**src/rtl/fifo_defines_pkg.sv**
```systemverilog
`default_nettype none
// ============================================================================
// Package     : fifo_defines_pkg
// Description : Shared types for wave_burst_sequencer (FSM states, table entry).
// Revision    : 1.0 - initial release
// ============================================================================
package fifo_defines_pkg;

    localparam int INT_BITS    = 16;
    // Widest per-segment length any instance may use; entries carry this width.
    localparam int c_LEN_W_MAX = 16;

    typedef enum logic [2:0] {
        ST_IDLE  = 3'd0,
        ST_LOAD  = 3'd1,
        ST_RUN   = 3'd2,
        ST_PAUSE = 3'd3,
        ST_NEXT  = 3'd4,
        ST_DONE  = 3'd5
    } seq_state_t;

    typedef struct packed {
        logic [1:0]             sel;
        logic [INT_BITS-1:0]    amp;
        logic [c_LEN_W_MAX-1:0] len;
    } seq_entry_t;

endpackage
`default_nettype wire

```
**src/rtl/wave_burst_sequencer_if.sv**
```systemverilog
`default_nettype none
// ============================================================================
// Interface   : wave_burst_sequencer_if
// Description : Control, table-config and generator signals of the sequencer.
//               WAVE_SEQ_LOOP_EN adds the loop_i control.
// Revision    : 1.0 - initial release
// ============================================================================
interface wave_burst_sequencer_if #(
    parameter int NSEG  = 4,
    parameter int LEN_W = 8
);
    import fifo_defines_pkg::*;

    localparam int c_SEG_W = $clog2(NSEG);

    logic                start_i;
    logic                stop_i;
    logic [c_SEG_W-1:0]  n_seg_i;
    logic                cfg_we_i;
    logic [c_SEG_W-1:0]  cfg_idx_i;
    logic [1:0]          cfg_sel_i;
    logic [INT_BITS-1:0] cfg_amp_i;
    logic [LEN_W-1:0]    cfg_len_i;
    logic                gen_wr_en_i;
    logic                fifo_full_i;
`ifdef WAVE_SEQ_LOOP_EN
    logic                loop_i;
`endif
    logic                gen_conf_o;
    logic                gen_en_low_o;
    logic [1:0]          gen_sel_o;
    logic [INT_BITS-1:0] gen_amp_o;
    logic                busy_o;
    logic                done_o;
    logic [c_SEG_W-1:0]  seg_idx_o;

    modport slave (
`ifdef WAVE_SEQ_LOOP_EN
        input  loop_i,
`endif
        input  start_i, stop_i, n_seg_i, cfg_we_i, cfg_idx_i, cfg_sel_i,
               cfg_amp_i, cfg_len_i, gen_wr_en_i, fifo_full_i,
        output gen_conf_o, gen_en_low_o, gen_sel_o, gen_amp_o, busy_o,
               done_o, seg_idx_o
    );

    modport master (
`ifdef WAVE_SEQ_LOOP_EN
        output loop_i,
`endif
        output start_i, stop_i, n_seg_i, cfg_we_i, cfg_idx_i, cfg_sel_i,
               cfg_amp_i, cfg_len_i, gen_wr_en_i, fifo_full_i,
        input  gen_conf_o, gen_en_low_o, gen_sel_o, gen_amp_o, busy_o,
               done_o, seg_idx_o
    );

endinterface
`default_nettype wire

```
**src/rtl/wave_seq_table.sv**
```systemverilog
`default_nettype none
// ============================================================================
// Module      : wave_seq_table
// Description : NSEG-entry program table, one write port, one async read port.
// Revision    : 1.0 - initial release
// ============================================================================
module wave_seq_table
    import fifo_defines_pkg::*;
#(
    parameter int NSEG  = 4,
    parameter int LEN_W = 8
) (
    input  wire logic                    clk,
    input  wire logic                    rst,
    input  wire logic                    i_we,
    input  wire logic [$clog2(NSEG)-1:0] i_wr_idx,
    input  wire logic [1:0]              i_wr_sel,
    input  wire logic [INT_BITS-1:0]     i_wr_amp,
    input  wire logic [LEN_W-1:0]        i_wr_len,
    input  wire logic [$clog2(NSEG)-1:0] i_rd_idx,
    output seq_entry_t                   o_rd_entry
);

    seq_entry_t r_tbl [NSEG];

    always_ff @(posedge clk) begin
        if (rst) begin
            for (int i = 0; i < NSEG; i++) begin
                r_tbl[i] <= '0;
            end
        end else if (i_we) begin
            r_tbl[i_wr_idx] <= '{sel: i_wr_sel, amp: i_wr_amp, len: c_LEN_W_MAX'(i_wr_len)};
        end
    end

    assign o_rd_entry = r_tbl[i_rd_idx];

endmodule
`default_nettype wire

```
**src/rtl/wave_burst_sequencer.sv**
```systemverilog
`default_nettype none
// ============================================================================
// Module      : wave_burst_sequencer
// Description : Steps a waveform generator through a programmed segment table,
//               counting generated samples per segment with FIFO back-pressure.
// Options     : WAVE_SEQ_LOOP_EN - loop_i restarts the table instead of DONE.
// Revision    : 1.0 - initial release
// ============================================================================
module wave_burst_sequencer
    import fifo_defines_pkg::*;
#(
    parameter int NSEG  = 4,
    parameter int LEN_W = 8
) (
    input wire logic              clk,
    input wire logic              rst,
    wave_burst_sequencer_if.slave bus
);

    localparam int c_SEG_W = $clog2(NSEG);

    seq_state_t              r_state;
    seq_state_t              w_state_nxt;
    logic [LEN_W-1:0]        r_cnt;
    logic [LEN_W-1:0]        w_cnt_nxt;
    logic [c_SEG_W-1:0]      r_seg;
    logic [c_SEG_W-1:0]      w_seg_nxt;
    seq_entry_t              w_entry;
    logic                    w_cfg_we;
    logic                    w_idle;
    logic                    w_len_zero;
    logic                    w_last;
    logic                    w_loop;
    logic [c_LEN_W_MAX-1:0]  w_len_m1;

    assign w_idle   = (r_state == ST_IDLE);
    assign w_cfg_we = bus.cfg_we_i && w_idle;

    wave_seq_table #(
        .NSEG  (NSEG),
        .LEN_W (LEN_W)
    ) u_table (
        .clk        (clk),
        .rst        (rst),
        .i_we       (w_cfg_we),
        .i_wr_idx   (bus.cfg_idx_i),
        .i_wr_sel   (bus.cfg_sel_i),
        .i_wr_amp   (bus.cfg_amp_i),
        .i_wr_len   (bus.cfg_len_i),
        .i_rd_idx   (r_seg),
        .o_rd_entry (w_entry)
    );

    // len==0 never reaches RUN/PAUSE, so len-1 cannot underflow where used.
    assign w_len_zero = (w_entry.len == '0);
    assign w_len_m1   = w_entry.len - c_LEN_W_MAX'(1);
    assign w_last     = (c_LEN_W_MAX'(r_cnt) == w_len_m1);

`ifdef WAVE_SEQ_LOOP_EN
    assign w_loop = bus.loop_i;
`else
    assign w_loop = 1'b0;
`endif

    always_ff @(posedge clk) begin
        if (rst) begin
            r_state <= ST_IDLE;
            r_cnt   <= '0;
            r_seg   <= '0;
        end else begin
            r_state <= w_state_nxt;
            r_cnt   <= w_cnt_nxt;
            r_seg   <= w_seg_nxt;
        end
    end

    always_comb begin
        w_state_nxt = r_state;
        w_cnt_nxt   = r_cnt;
        w_seg_nxt   = r_seg;
        if (!w_idle && bus.stop_i) begin
            w_state_nxt = ST_IDLE;
            w_cnt_nxt   = '0;
            w_seg_nxt   = '0;
        end else begin
            case (r_state)
                ST_IDLE: begin
                    if (bus.start_i && !bus.stop_i) begin
                        w_state_nxt = ST_LOAD;
                        w_cnt_nxt   = '0;
                        w_seg_nxt   = '0;
                    end
                end
                ST_LOAD: begin
                    w_state_nxt = w_len_zero ? ST_NEXT : ST_RUN;
                end
                ST_RUN: begin
                    if (bus.gen_wr_en_i) begin
                        w_cnt_nxt = r_cnt + LEN_W'(1);
                    end
                    if (bus.gen_wr_en_i && w_last) begin
                        w_state_nxt = ST_NEXT;
                    end else if (bus.fifo_full_i) begin
                        w_state_nxt = ST_PAUSE;
                    end
                end
                ST_PAUSE: begin
                    // Samples already in flight when the FIFO filled still count.
                    if (bus.gen_wr_en_i) begin
                        w_cnt_nxt = r_cnt + LEN_W'(1);
                    end
                    if (bus.gen_wr_en_i && w_last) begin
                        w_state_nxt = ST_NEXT;
                    end else if (!bus.fifo_full_i) begin
                        w_state_nxt = ST_RUN;
                    end
                end
                ST_NEXT: begin
                    w_cnt_nxt = '0;
                    if (r_seg == bus.n_seg_i) begin
                        if (w_loop) begin
                            w_state_nxt = ST_LOAD;
                            w_seg_nxt   = '0;
                        end else begin
                            w_state_nxt = ST_DONE;
                        end
                    end else begin
                        w_state_nxt = ST_LOAD;
                        w_seg_nxt   = r_seg + c_SEG_W'(1);
                    end
                end
                ST_DONE: begin
                    w_state_nxt = ST_IDLE;
                    w_cnt_nxt   = '0;
                    w_seg_nxt   = '0;
                end
                default: begin
                    w_state_nxt = ST_IDLE;
                    w_cnt_nxt   = '0;
                    w_seg_nxt   = '0;
                end
            endcase
        end
    end

    // A zero-length segment passes through LOAD without configuring the generator.
    assign bus.gen_conf_o   = (r_state == ST_LOAD) && !w_len_zero;
    assign bus.gen_en_low_o = (r_state != ST_RUN);
    assign bus.busy_o       = !w_idle;
    assign bus.done_o       = (r_state == ST_DONE);
    assign bus.seg_idx_o    = r_seg;
    assign bus.gen_sel_o    = w_idle ? 2'b00 : w_entry.sel;
    assign bus.gen_amp_o    = w_idle ? '0    : w_entry.amp;

endmodule
`default_nettype wire
```
**src/flat_wrapper.sv**
```systemverilog
// flat-port wrapper written by rule: the top's interface ports become plain ports
module wave_burst_sequencer_flat import fifo_defines_pkg::*;
#(
    parameter int NSEG  = 4,
    parameter int LEN_W = 8
)
  (clk, rst, bus_start_i, bus_stop_i, bus_n_seg_i, bus_cfg_we_i, bus_cfg_idx_i, bus_cfg_sel_i, bus_cfg_amp_i, bus_cfg_len_i, bus_gen_wr_en_i, bus_fifo_full_i, bus_gen_conf_o, bus_gen_en_low_o, bus_gen_sel_o, bus_gen_amp_o, bus_busy_o, bus_done_o, bus_seg_idx_o);
  wave_burst_sequencer_if #(.NSEG(NSEG), .LEN_W(LEN_W)) bus_i ();
  input wire logic clk;
  input wire logic rst;
  input wire logic [$bits(bus_i.start_i)-1:0] bus_start_i;
  input wire logic [$bits(bus_i.stop_i)-1:0] bus_stop_i;
  input wire logic [$bits(bus_i.n_seg_i)-1:0] bus_n_seg_i;
  input wire logic [$bits(bus_i.cfg_we_i)-1:0] bus_cfg_we_i;
  input wire logic [$bits(bus_i.cfg_idx_i)-1:0] bus_cfg_idx_i;
  input wire logic [$bits(bus_i.cfg_sel_i)-1:0] bus_cfg_sel_i;
  input wire logic [$bits(bus_i.cfg_amp_i)-1:0] bus_cfg_amp_i;
  input wire logic [$bits(bus_i.cfg_len_i)-1:0] bus_cfg_len_i;
  input wire logic [$bits(bus_i.gen_wr_en_i)-1:0] bus_gen_wr_en_i;
  input wire logic [$bits(bus_i.fifo_full_i)-1:0] bus_fifo_full_i;
  output wire logic [$bits(bus_i.gen_conf_o)-1:0] bus_gen_conf_o;
  output wire logic [$bits(bus_i.gen_en_low_o)-1:0] bus_gen_en_low_o;
  output wire logic [$bits(bus_i.gen_sel_o)-1:0] bus_gen_sel_o;
  output wire logic [$bits(bus_i.gen_amp_o)-1:0] bus_gen_amp_o;
  output wire logic [$bits(bus_i.busy_o)-1:0] bus_busy_o;
  output wire logic [$bits(bus_i.done_o)-1:0] bus_done_o;
  output wire logic [$bits(bus_i.seg_idx_o)-1:0] bus_seg_idx_o;
  assign bus_i.start_i = bus_start_i;
  assign bus_i.stop_i = bus_stop_i;
  assign bus_i.n_seg_i = bus_n_seg_i;
  assign bus_i.cfg_we_i = bus_cfg_we_i;
  assign bus_i.cfg_idx_i = bus_cfg_idx_i;
  assign bus_i.cfg_sel_i = bus_cfg_sel_i;
  assign bus_i.cfg_amp_i = bus_cfg_amp_i;
  assign bus_i.cfg_len_i = bus_cfg_len_i;
  assign bus_i.gen_wr_en_i = bus_gen_wr_en_i;
  assign bus_i.fifo_full_i = bus_fifo_full_i;
  assign bus_gen_conf_o = bus_i.gen_conf_o;
  assign bus_gen_en_low_o = bus_i.gen_en_low_o;
  assign bus_gen_sel_o = bus_i.gen_sel_o;
  assign bus_gen_amp_o = bus_i.gen_amp_o;
  assign bus_busy_o = bus_i.busy_o;
  assign bus_done_o = bus_i.done_o;
  assign bus_seg_idx_o = bus_i.seg_idx_o;
  wave_burst_sequencer #(.NSEG(NSEG), .LEN_W(LEN_W)) u_core (.clk(clk), .rst(rst), .bus(bus_i));
endmodule
```
**config.mk**
```make
export PLATFORM = sky130hd
export DESIGN_NAME = wave_burst_sequencer_flat
export DESIGN_NICKNAME = d
export VERILOG_FILES = /design/src/rtl/fifo_defines_pkg.sv /design/src/rtl/wave_burst_sequencer_if.sv /design/src/rtl/wave_seq_table.sv /design/src/rtl/wave_burst_sequencer.sv /design/src/flat_wrapper.sv
export SDC_FILE = /design/constraint.sdc
export NUM_CORES = 1
export LEC_CHECK = 0
export ABC_CLOCK_PERIOD_IN_PS = 11020
export CORE_ASPECT_RATIO = 0.7
export CORE_MARGIN = 4
export CORE_UTILIZATION = 57
export CTS_CLUSTER_SIZE = 28
export DETAILED_ROUTE_END_ITERATION = 10
export PLACE_DENSITY = 0.91
export SETUP_SLACK_MARGIN = 0.5
export SLEW_MARGIN = 20
export SYNTH_ARGS = -nofsm -noshare
export SYNTH_HDL_FRONTEND = slang
export SYNTH_HIERARCHICAL = 1
export SYNTH_SLANG_ARGS = --single-unit
export TNS_END_PERCENT = 10
```
**constraint.sdc**
```tcl
create_clock -name clk -period 11.02 [get_ports clk]
set_input_delay 3.306 -clock clk [delete_from_list [all_inputs] [get_ports clk]]
set_output_delay 3.306 -clock clk [all_outputs]
set_load 0.05 [all_outputs]
```
-- Word level (Yosys, flattened, before mapping)
Memory sizes are Yosys's and may differ from the RTL's. A register that Yosys moved wholly into a read port is not among the register bits.
Cells that the tools add are included.
W data, S select, Z words.
- memory bits (writable): 104
- bits of input ports: 37
- register bits after elaboration: 13
- word-level logic and storage cells: 65
- memories: 1
- multiplexer cells: 26
- bitwise gates (word level): 2
- equality and inequality tests: 13
- add/subtract/negate cells: 3
- reductions and logical operators: 17
- memories (name ; words ; width ; rd ports ; clocked after memory_dff ; wr ports ; line ; RTL):
    u_core.u_table.r_tbl ; 4 ; 26 ; 1 ; 1 ; 4 ; wave_seq_table.sv:24 ; seq_entry_t r_tbl [NSEG];
- operator list (cell ; number):
    $mux W26 ; 1
    $reduce_or A26 Y1 ; 1
    $pmux W8 S3 ; 1
    $mux W3 ; 7
    $eq A8 B16 Y1 ; 1
    $logic_not A16 Y1 ; 1
    $mux W16 ; 1
    $mux W8 ; 2
    $sub A16 B1 Y16 const B ; 1
    $pmux W3 S5 ; 1
    $mux W2 ; 6
    $ne A3 B2 Y1 const B ; 3
    $reduce_and A3 Y1 ; 3
    $add A8 B1 Y8 const B ; 1
    $eq A3 B2 Y1 const B ; 2
    $eq A3 B3 Y1 const B ; 2
    $mux W1 ; 6
    $pmux W2 S3 ; 1
    $logic_and A1 B1 Y1 ; 5
    $ne A2 B2 Y1 const B ; 2
    $reduce_or A2 Y1 ; 2
    $eq A3 B1 Y1 const B ; 1
    $logic_not A1 Y1 ; 3
    $logic_not A3 Y1 ; 1
    other kinds (5) ; 6

-- Depth between registers and ports, before layout
- word-level depth: 7
- depth in mapped cells: 11

-- Cells and area by module
The synthesis kept the hierarchy.
- by module, submodules not included (module ; cells each ; times used ; sequential area each (sq um) ; area each (sq um)):
    wave_seq_table ; 267 ; 1 ; 3123.0 ; 4665.7
    wave_burst_sequencer ; 177 ; 1 ; 260.2 ; 1300.0

-- Least setup slack after synthesis
Ideal clock, no wire load.
- path type: flip-flop to output port
- start: reg u_core/bus.seg_idx_o[1] (netlist name)
- end: out bus_gen_conf_o
- cell stages (with the launch flop): 9
- arrival time: 3.635 ns
- slack: 4.079 ns
- cell sequence: dfxtp_1 > clkbuf_2 > buf_2 > mux4_2 > or4_1 > or2_1 > buf_6 > or4_1 > nor4b_1
- RTL lines (element ; line ; RTL):
    end: declaration ; flat_wrapper.sv:21 ; output wire logic [$bits(bus_i.gen_conf_o)-1:0] bus_gen_conf_o;

==> run summary <==
Worst-path fanout max: 32
Total CTS buffers: 17
Core area: 0.009947 sq mm
Crit path depth: 6
H-tree levels: 4
CTS tree: done
Routed WL: 13.23 mm
Max-slew violations: 0
PostCTS Resize Cnt: 0
Ports: 61
Slowest stage cell, crit path: dfxtp_4
TritonCTS Sinks: 117
Worst IR Drop VDD: 0.1670 mV
F_max: 133.6 MHz
Drt drc: 0
Max Cap Viol: 0
Family with the most delay on the worst path: simple AND/OR/NAND/NOR gates
Post-layout minimum cycle time: 7.487 ns
Worst Setup Slack, final: 3.533 ns
Largest net degree at the start of global routing: 33
Sequential share of power: 0.426
Fin. Hold Viols: 0
Cell Area, Placed: 0.006621 sq mm
DIE AREA: 0.01219 sq mm
Proportion of layout cells with a drive suffix above 1: 0.1795
First-pass iteration count of the detailed router: 5
Sw Pwr: 264.1 uW
Post-CTS Setup Bufs: 0
Crit path cell chain: mux4_2 > or4_1 > or2_1 > or4_1 > nor4b_1 > clkdlybuf4s50_1
Crit end category: primary output
Crit-path most repeated cell: or4_1
Synth unique cells: 61
Hold_buf cts: 0
Vias: 3863
Vias in the first global route: 4039
Gr usage total: 0.2326
Critical path data arrival time: 4.18 ns
Final nets: 545
Area contributors post-synth: edfxtp_1, and2_1, mux4_2
Initial antenna violation count: 0
Worst-margin pin slew: 0.8474 ns
Synth async-reset ratio: 0
WHS Path Cells: 2
# rows: 30
Antenna viol nets, final: 0
RSZ-0062 raised after global routing: false
Starting DRT DRC Count: 359
WP data required: 7.71 ns
PwrDens: 167.8 mW/mm^2
Ant. Diodes: 0
Final core occ: 0.7281
Slowest stage delay, CP: 0.73 ns
Critical Path Start Type: flip-flop
Final instance area: 0.007242 sq mm
Kind of critical path: flip-flop to primary output
Post-DP HPWL: 7.740 mm
Congestion Overflow GR: 0
Die width: 130.3 um
Wire length per cell: 20.48 um
Leakage: 2.651 nW
Post-synth EDFFs: 104
Clk pwr share: 0.478
Slew HR: 0.4351
Most common cell after layout, fill and taps aside: edfxtp_1
Most frequent cells in the layout: edfxtp_1, and2_1, clkdlybuf4s50_1
Setup Slack @ Placement: 3.641 ns
I/O Buffers: 60
Synth top area share: 0.5235
Clock-pin slew on the worst setup and hold paths: 0.05 ns
R2R cell count: 7
Die height: 93.60 um
Status: complete, no violations
Clock latency at the later pin of the worst-skew pair: 0.41 ns
Worst Path Buf+Inv: 1
Clock skew: 0.005318 ns
Fin crit share: 0.6794
Post-synth top flop: edfxtp_1
Setup Total Neg Slack: 0 ns
Worst min path class: flip-flop to flip-flop
Combinational fraction of design power: 0.095
Routability Congestion: 0.8734
Final-report setup violation count: 0
Post-Syn Area: 0.005966 sq mm
Root Driver: clkbuf_16
Post-Syn Instances: 444
Register bit total from synthesis: 117
Switch share: 0.2172
Seq/Total Area, Yosys: 0.5671
Leading area contributor after synthesis: edfxtp_1
Vias per Instance: 5.980
Syn Area/Cell: 13.44 sq um
CTS Buffer Depth: 2
Internal power: 951.5 uW
Area Growth Syn to Fin: 21.39%
First-pass GRT wire length: 20.94 mm
Yosys warnings: 6
Starting Density: 0.5997
-- Yosys cell counts (3+ instances only) --
library cell	number
and2_1	96
o21bai_1	3
o21ai_0	6
nor3_1	4
xor2_1	7
clkbuf_2	3
nand2_1	16
mux4_2	20
edfxtp_1	104
xnor2_1	11
or4_1	4
and4_1	3
nand3_1	4
nor4b_1	3
a31oi_1	3
buf_2	4
inv_1	10
dfxtp_1	13
nor4_1	4
buf_6	4
nor2_1	21
and2_2	26
clkbuf_1	10
mux4_1	6
buf_4	8
nand4_1	5
-- registers in the layout (all words and copies together) (netlist names) --
| signal | flops |
|---|---|
| u_core/r_state | 3 |
| u_core/r_cnt | 8 |
| u_core/u_table/r_tbl | 104 |
| u_core/bus.seg_idx_o | 2 |
-- per-layer routing --
metal,track usage,part of all wire,vias up
met2,0.3891,0.50,168
li1,-,-,1753
met4,0.07699,0.013,0
met5,0,0,-
met3,0.06450,0.073,20
met1,0.2935,0.41,1922
-- power groups by stage --
stage | Sequential [mW] | Combinational (mW) | Clock [mW]
final | 0.518 | 0.116 | 0.581
after global routing | 0.520 | 0.124 | 0.608
after CTS | 0.519 | 0.115 | 0.588
after detailed placement | 0.526 | 0.113 | 0
after global placement | 0.524 | 0.111 | 0
after floorplan | 0.522 | 0.0725 | 0
-- worst paths after layout --
path | from | to | slack [ns]
setup / recovery | u_core/bus.seg_idx_o[0] | bus_gen_conf_o | 3.53
hold / removal | u_core/r_state[0] | u_core/r_state[0] | 0.56
setup reg to reg | u_core/bus.seg_idx_o[0] | u_core/r_state[1] | 7.62
hold reg to reg | u_core/r_state[0] | u_core/r_state[0] | 0.56
-- final cells by class --
| cell class | count | area, sq um |
|---|---|---|
| flip-flops and latches | 117 | 3387 |
| fillers | 605 | 2705 |
| multi-input cells | 295 | 2401 |
| repair buffers | 65 | 638.1 |
| clock buffers | 19 | 432.9 |
| clock inverters | 12 | 185.2 |
| well taps | 128 | 160.2 |
| inverters | 10 | 37.54 |
-- cells by family after synthesis --
group | synth area share
AO/OA/AOI/OAI | 0.04258
XOR/XNOR | 0.02643
AND/OR/NAND/NOR | 0.2175
flip-flops | 0.5671
other | 0.0006286
multiplexers | 0.1055
adder cells (fa/ha/maj) | 0.004194
buffers and inverters | 0.03607
-- through the flow --
stage	power [mW]	hold slack, ns	instances
2_1_floorplan	0.5950	0.4985	451
3_3_place_gp	0.6344	0.5221	615
3_5_place_dp	0.6397	0.5370	615
4_1_cts	1.222	0.5516	646
5_1_grt	1.252	0.5794	646
6_report	1.216	0.5604	646
-- worst register-to-register path, delay by kind of cell (launching register included) --
family          cells  cell delay [ns]
compound gates      2             0.22
flops               1             0.73
mux                 1             0.70
simple gates        4             1.62
(Power assumes the default switching activity.)
